**config.mk**
```make
export PLATFORM = sky130hd
export DESIGN_NAME = trapezoid_mf
export DESIGN_NICKNAME = d
export VERILOG_FILES = /design/src/rtl/trapezoid_mf.sv
export SDC_FILE = /design/constraint.sdc
export NUM_CORES = 1
export LEC_CHECK = 0
export ABC_AREA = 1
export BUFFER_PORTS_ARGS = -buffer_cell sky130_fd_sc_hd__buf_2
export CAP_MARGIN = 30
export CORE_MARGIN = 2
export CORE_UTILIZATION = 60
export DETAILED_ROUTE_END_ITERATION = 10
export GPL_ROUTABILITY_DRIVEN = 0
export HOLD_SLACK_MARGIN = 0.15
export PLACE_DENSITY = 0.89
export SLEW_MARGIN = 20
export SYNTH_ARGS = -nofsm -noshare
export SYNTH_HDL_FRONTEND = slang
export SYNTH_SLANG_ARGS = --single-unit
```
**constraint.sdc**
```tcl
create_clock -name clk -period 2.6 [get_ports clk]
set_input_delay 0.39 -clock clk [delete_from_list [all_inputs] [get_ports clk]]
set_output_delay 0.39 -clock clk [all_outputs]
set_load 0.03 [all_outputs]
```
**src/rtl/trapezoid_mf.sv**
```systemverilog
// trapezoid_mf: trapezoid/triangle fuzzy membership grade in Q1.15.
// Fixed 16-cycle latency via a 15-step restoring fractional divider.
module trapezoid_mf (
  input  logic              clk,
  input  logic              rst_n,
  input  logic              in_valid,
  output logic              in_ready,
  input  logic signed [7:0] x,
  input  logic signed [7:0] a,
  input  logic signed [7:0] b,
  input  logic signed [7:0] c,
  input  logic signed [7:0] d,
  output logic              out_valid,
  output logic [15:0]       mu
);

  typedef enum logic [1:0] {
    IDLE = 2'd0,
    CALC = 2'd1,
    DONE = 2'd2
  } state_t;

  localparam logic [1:0] K_ZERO  = 2'd0;
  localparam logic [1:0] K_ONE   = 2'd1;
  localparam logic [1:0] K_SLOPE = 2'd2;

  state_t state, state_nx;

  logic              accept;
  logic [3:0]        cnt;
  logic [1:0]        kind_d, kind_q;
  logic signed [8:0] xs, as, bs, cs, ds;
  logic signed [8:0] t_d, dx_d, dx_fix;
  logic [8:0]        rem_q, dx_q;
  logic [9:0]        rem_sh, rem_nx;
  logic              ge;
  logic [14:0]       quo_q;
  logic              sat_q;
  logic [15:0]       result;

  assign accept = in_valid && in_ready;

  assign xs = {x[7], x};
  assign as = {a[7], a};
  assign bs = {b[7], b};
  assign cs = {c[7], c};
  assign ds = {d[7], d};

  // First matching rule wins; slope operands default to the right side.
  always_comb begin
    kind_d = K_SLOPE;
    t_d    = ds - xs;
    dx_d   = ds - cs;
    if (x <= a || x >= d) begin
      kind_d = K_ZERO;
    end else if (x >= b && x <= c) begin
      kind_d = K_ONE;
    end else if (x < b) begin
      t_d  = xs - as;
      dx_d = bs - as;
    end
  end

  assign dx_fix = (dx_d == 9'sd0) ? 9'sd1 : dx_d;

  assign rem_sh = {rem_q, 1'b0};
  assign ge     = rem_sh >= {1'b0, dx_q};
  assign rem_nx = ge ? rem_sh - {1'b0, dx_q} : rem_sh;

  always_ff @(posedge clk or negedge rst_n) begin
    if (!rst_n) begin
      state <= IDLE;
    end else begin
      state <= state_nx;
    end
  end

  always_comb begin
    state_nx = state;
    unique case (state)
      IDLE:    if (accept) state_nx = CALC;
      CALC:    if (cnt == 4'd14) state_nx = DONE;
      DONE:    state_nx = IDLE;
      default: state_nx = IDLE;
    endcase
  end

  always_comb begin
    in_ready = (state == IDLE);
  end

  always_ff @(posedge clk or negedge rst_n) begin
    if (!rst_n) begin
      cnt    <= '0;
      kind_q <= K_ZERO;
      rem_q  <= '0;
      dx_q   <= 9'd1;
      quo_q  <= '0;
      sat_q  <= 1'b0;
    end else if (accept) begin
      cnt    <= '0;
      kind_q <= kind_d;
      rem_q  <= t_d;
      dx_q   <= dx_fix;
      quo_q  <= '0;
      sat_q  <= (kind_d == K_SLOPE) && (t_d >= dx_fix);
    end else if (state == CALC) begin
      cnt   <= cnt + 4'd1;
      rem_q <= rem_nx[8:0];
      quo_q <= {quo_q[13:0], ge};
    end
  end

  always_comb begin
    result = 16'h0000;
    unique case (kind_q)
      K_ONE:   result = 16'h7FFF;
      K_SLOPE: result = sat_q ? 16'h7FFF : {1'b0, quo_q};
      default: result = 16'h0000;
    endcase
  end

  always_ff @(posedge clk or negedge rst_n) begin
    if (!rst_n) begin
      out_valid <= 1'b0;
      mu        <= '0;
    end else begin
      out_valid <= (state == DONE);
      if (state == DONE) mu <= result;
    end
  end

endmodule

```
* After elaboration in Yosys (flattened, before gate mapping) *
Cells that the tools add are included.

storage, ports and cells
  flip-flop bits (word level) = 59
  output and inout bits = 18
  logic and storage cells = 59

operators by class
  reduce and logical (&&, ||, !) cells = 8
  muxes and demuxes = 21
  equality and inequality tests = 8
  order comparisons = 7
  add/sub/neg operators = 6

operators by type and width
  operator                                             number
  two-way mux 9 bit                                    10
  two-way mux 15 bit                                   3
  subtractor 8 x 8 -> 9 bit                            4
  one-hot mux 15 bit (2 select lines)                  1
  >= comparator 8 bit                                  2
  <= comparator 8 bit                                  2
  >= comparator 10 x 9 -> 1 bit                        1
  >= comparator 9 bit                                  1
  logical NOT 9 bit                                    1
  subtractor 9 bit                                     1
  less-than comparator 8 bit                           1
  two-way mux 2 bit                                    4
  two-way mux 4 bit                                    2
  equality test 2 bit, second input constant           3
  adder 4 x 1 -> 4 bit, second input constant          1
  equality test 2 x 1 -> 1 bit, second input constant  2
  equality test 4 bit, second input constant           1
  one-hot mux 2 bit (2 select lines)                   1
  logical AND 1 bit                                    3
  logical NOT 2 bit                                    1
  != test 2 x 1 -> 1 bit, second input constant        1
  != test 2 bit, second input constant                 1
  AND reduction 2 bit                                  1
  nonzero test 2 bit                                   1
  logical OR 1 bit                                     1

* Logic depth before layout (Yosys ltp) *
  depth in word-level cells = 8
  depth in mapped cells = 32
  depth with buffers taken out = 31

* Least setup slack after synthesis *
Ideal clock, no wire load.

  path type = in2reg
  from = input a[2]
  to = register sat_q
  path buffers = 1
  arrival = 2.984 ns
  stages on the path = 29
  data required time = 2.464 ns
  setup time = 0.136 ns
  slack = -0.520 ns
  cell sequence = inv_1 ha_1 nand2_1 nand2_1 nand3_1 nand2_1 nand2_1 nand3_1 nor2_2 nor2_8 nand3_4 buf_6 nand2_2 nand2_1 nand2_1 nor2_2 nand3_2 nand2_2 ha_1 nand3_1 o211ai_1 nand3_1 nand2_1 nand3_1 a21boi_0 nor4_1 a21oi_1 nand2_1 o21ai_0

on the way
  cells in the longest elaborated chain, start to end = 8

RTL lines
  what                       line  text
  from (decl)                9     input logic signed [7:0] a,
  subtractor 8 x 8 -> 9 bit  60    dx_d = bs - as;
  two-way mux 9 bit          58    end else if (x < b) begin
  two-way mux 9 bit          56    end else if (x >= b && x <= c) begin
  two-way mux 9 bit (*)      54    if (x <= a || x >= d) begin
  logical NOT 9 bit          64    assign dx_fix = (dx_d == 9'sd0) ? 9'sd1 : dx_d;
  two-way mux 9 bit (*)      64
  named net dx_fix[0]        33    logic signed [8:0] t_d, dx_d, dx_fix;
  >= comparator 9 bit (*)    106   sat_q <= (kind_d == K_SLOPE) && (t_d >= dx_fix);
  logical AND 1 bit (*)      106
  to (signal assigned)       106
  to (decl)                  38    logic sat_q;

Mark *: on every way through the listed nets, which the timed path passes. The rest lies on a longest branch.
A chain may end at the register's enable or synchronous reset.

* Worst setup path in the final report *
  from = input x[0]
  to = register sat_q

on the way
  cells in the longest elaborated chain, start to end = 8

RTL lines
  what                                                    line    text
  from (decl)                                             8       input logic signed [7:0] x,
  less-than comparator 8 bit (tied with other cells)      58
  two-way mux 9 bit or logical AND 1 bit (tied branches)  58, 56
  two-way mux 9 bit                                       56
  two-way mux 9 bit                                       54
  logical NOT 9 bit                                       64
  two-way mux 9 bit                                       64
  >= comparator 9 bit                                     106
  logical AND 1 bit (*)                                   106

Every way passes the cells marked *; elsewhere a longest branch is shown, timed or not.

==> reports/metrics.yaml <==
status: "finished, violations left"
failed_checks: "negative setup slack"
viasPerCell: 6.29
switching_share_pct: 46.5
first_global_vias: 6822
final-setup-viol-count: 1
pwr-share-comb_pct: 63.4
synth_edf_count: 0
clk-insertion-delay-late_ps: 350
worst_pin_slew_ps: 673
cts_buffer_depth: 2
worst_ep_arrival_time_ps: 3510
cts_tree: "built"
post-route-drc-count: 0
synth_area_mm2: 0.00529
required_ps: 2810
placementRows: 34
die_area_mm2: 0.00958
die_h_um: 97.9
h-tree-depth: 3
crit_cells: 27
die_x_um: 97.9
whs_ps: 470
postSynth.asyncResetShare_pct: 100
core_area_mm2: 0.00864
max_freq_ghz: 0.303
crit_type: "input port to register"
grt_overflow_total: 0
rsz0062_at_grt: "true"
yosys_warnings: 0
ioPinCount: 61
worstSetupEndpointType: "register"
clock_skew_ps: 9.47
p_leak_uw: 0.00401
antennaDiodeCount: 0
power_frac_seq_pct: 22.3
tns_ps: -695
grt_max_degree: 45
hold_class: "input port to asynchronous set/reset pin"
synth_nets: 853
root_buffer: "clkbuf_8"
dpl-instance-area_mm2: 0.00685
regArea_mm2: 0.00145
cts_inserted_buffers: 9
hold_violations: 0
start_util_pct: 61.2
synth-seq-area-share_pct: 27.5
rrSetupSlack_ps: 120
pwr_density_cell_mw_per_mm2: 856
finish.instance_area_mm2: 0.00767
syn2layout_area_growth_pct: 45.1
first_iter_violations: 411
p_clk_share_pct: 14.3
dp.final_hpwl_um: 12600
synth_cells: 735
drtPass1Iterations: 6
p_int_uw: 3510
final.min_clock_period_ps: 3300
fin_crit_sh_pct: 127
final_nets: 1048
slowest_delay_ps: 330
antenna_found_initial: 0
worst_slack_ps: -695
grt_pass1_wl_um: 33000
relSlewSlack_pct: 54.8
post_drt_wl_per_cell_um: 20.6
crit_start: "x[0]"
final_max_slew_viol_count: 0
p_sw_uw: 3050
r2r-end: "rem_q[0]"
critPathMaxFanout: 4
synthFlopType: "dfrtp_1"
fill_cells: 393
path_clk_slew_ps: 70
portBuffers: 59
max_cap_viol_count: 0
critPathBufInv: 8
critPathLaunchType: "input port"
crit_slowest_cell: "ha_1"
gr-usage-all-layers_pct: 43.4
yosys.cell_types.count: 44
ir_worst_vdd_v: 0.000476
cpMostUsedCell: "nand2_1"
avgSynthCellArea_um2: 7.19
wl_um: 21500
multiInputGateArea_mm2: 0.00395
via_count: 6556
ant_nets: 0
drive_gt1_share_pct: 38.3
reg2regPathDepth: 14
cts_sinks: 58
critical_path.top_delay_family: "simple AND/OR/NAND/NOR gates"
r2r-start: "rem_q[0]"
critical_path.endpoint: "sat_q"
ys_ff_latch: 58
-- kinds of logic (layout without fill, tap and decap cells) --
family | after synthesis | after routing | share of synthesized area, %
compound gates | 149 | 149 | 15.7
xor+xnor | 23 | 23 | 3.81
fa+ha+maj | 75 | 75 | 18.5
buf+inv | 140 | 337 | 10.2
flops | 58 | 58 | 27.5
mux | 1 | 1 | 0.189
other cells | 1 | 1 | 0.0709
simple gates | 288 | 290 | 24.0
-- layer usage --
layer	routed length, um	track usage, %	up-vias	share of wire, %
li1	-	-	2818	-
met1	6980	41.8	3001	32
met2	10400	78.6	515	48
met3	1820	7.80	222	8.5
met4	2270	37.8	0	11
met5	0	0	-	0
-- cells in the final DEF (no fill, tap or decap), drive strengths merged, types with 5 or more instances in the layout --
cell,count
fa,5
a21oi,48
o22ai,17
clkbuf,13
nand4,10
ha,70
nand2,191
inv,121
o21ai,63
buf,198
dfrtp,57
xor2,11
nand3,44
o211ai,6
nor2,34
xnor2,12
nor3,6
-- worst min-delay path by stage --
stage / start / endpoint / slack, ps / cells past startpoint
after global placement: rst_n / mu[9] / 300 / 1
after global routing: rst_n / mu[9] / 520 / 2
after detailed placement: rst_n / mu[9] / 300 / 1
after floorplan: rst_n / cnt[0] / 90 / 0
final: rst_n / mu[9] / 470 / 2
after CTS: rst_n / mu[9] / 480 / 2
-- worst register-to-register path, cell delays in order, from the launching register on --
cell and delay [ps]:
dfrtp_1 380, inv_1 80, fa_1 490, o21ai_2 230, a21oi_2 90, o21bai_2 150
nand2_1 70, nand2_1 90, nand2_1 80, inv_1 120, nor2_4 60, buf_4 160
o22ai_1 180, nand2_1 90, o21ai_0 100
-- cell usage after synthesis, types with 3 or more instances --
cell type / instances / area share [%]
nand2_1: 181 / 13
inv_1: 119 / 8.4
ha_1: 70 / 17
o21ai_0: 58 / 5.5
dfrtp_1: 57 / 27
a21oi_1: 48 / 4.5
nand3_1: 41 / 3.9
nor2_1: 27 / 1.9
o22ai_1: 17 / 2.0
clkbuf_1: 13 / 0.92
xnor2_1: 12 / 2.0
xor2_1: 11 / 1.8
nand4_1: 10 / 1.2
nand2_2: 7 / 0.83
nor3_1: 6 / 0.57
o211ai_1: 6 / 0.85
fa_1: 5 / 1.9
nor2_2: 4 / 0.47
a21o_1: 3 / 0.43
a31oi_1: 3 / 0.36
nand2_4: 3 / 0.64
o21ai_1: 3 / 0.28
o21bai_1: 3 / 0.43
or2_2: 3 / 0.36
-- power by group through the flow --
| stage | registers, uW | clock network, uW | logic, uW |
|---|---|---|---|
| 2_1_floorplan | 1420 | 0 | 2330 |
| 3_3_place_gp | 1420 | 0 | 3160 |
| 3_5_place_dp | 1440 | 0 | 3390 |
| 4_1_cts | 1440 | 929 | 3690 |
| 5_1_grt | 1480 | 968 | 4490 |
| 6_report | 1460 | 940 | 4160 |
-- state kept, by name, summed over array words and instances, names as in the netlist --
signal	count
mu	15
quo_q	15
dx_q	9
rem_q	9
cnt	4
kind_q	2
state	2
out_valid	1
sat_q	1
-- repair_timing --
action                                 CTS  global route
hold buffers                             1             0
cloned                                   2             0
pin swaps                               62             1
setup endpoints to repair                2             9
endpoints found under the hold margin   14             0
buffers inserted                        20             2
resized for setup                       90            11
-- metrics by stage --
stage / util [%] / total power, uW / cells / worst slack [ps]
6_report: 88.8 / 6560 / 1042 / -695
5_1_grt: 88.8 / 6940 / 1042 / -957
4_1_cts: 88.2 / 6060 / 1040 / -331
3_5_place_dp: 79.3 / 4830 / 1002 / -1040
3_3_place_gp: 79.3 / 4580 / 1002 / -845
2_1_floorplan: - / 3760 / 735 / -457
-- layout make-up --
cell class	count	area share, %
repair buffers	199	18.8
clock inverters	2	0.783
well taps	108	1.76
multi-input cells	539	51.5
flip-flops and latches	58	18.9
clock buffers	13	2.07
inverters	123	6.12
Note: power is estimated with default switching activity, not from simulation.
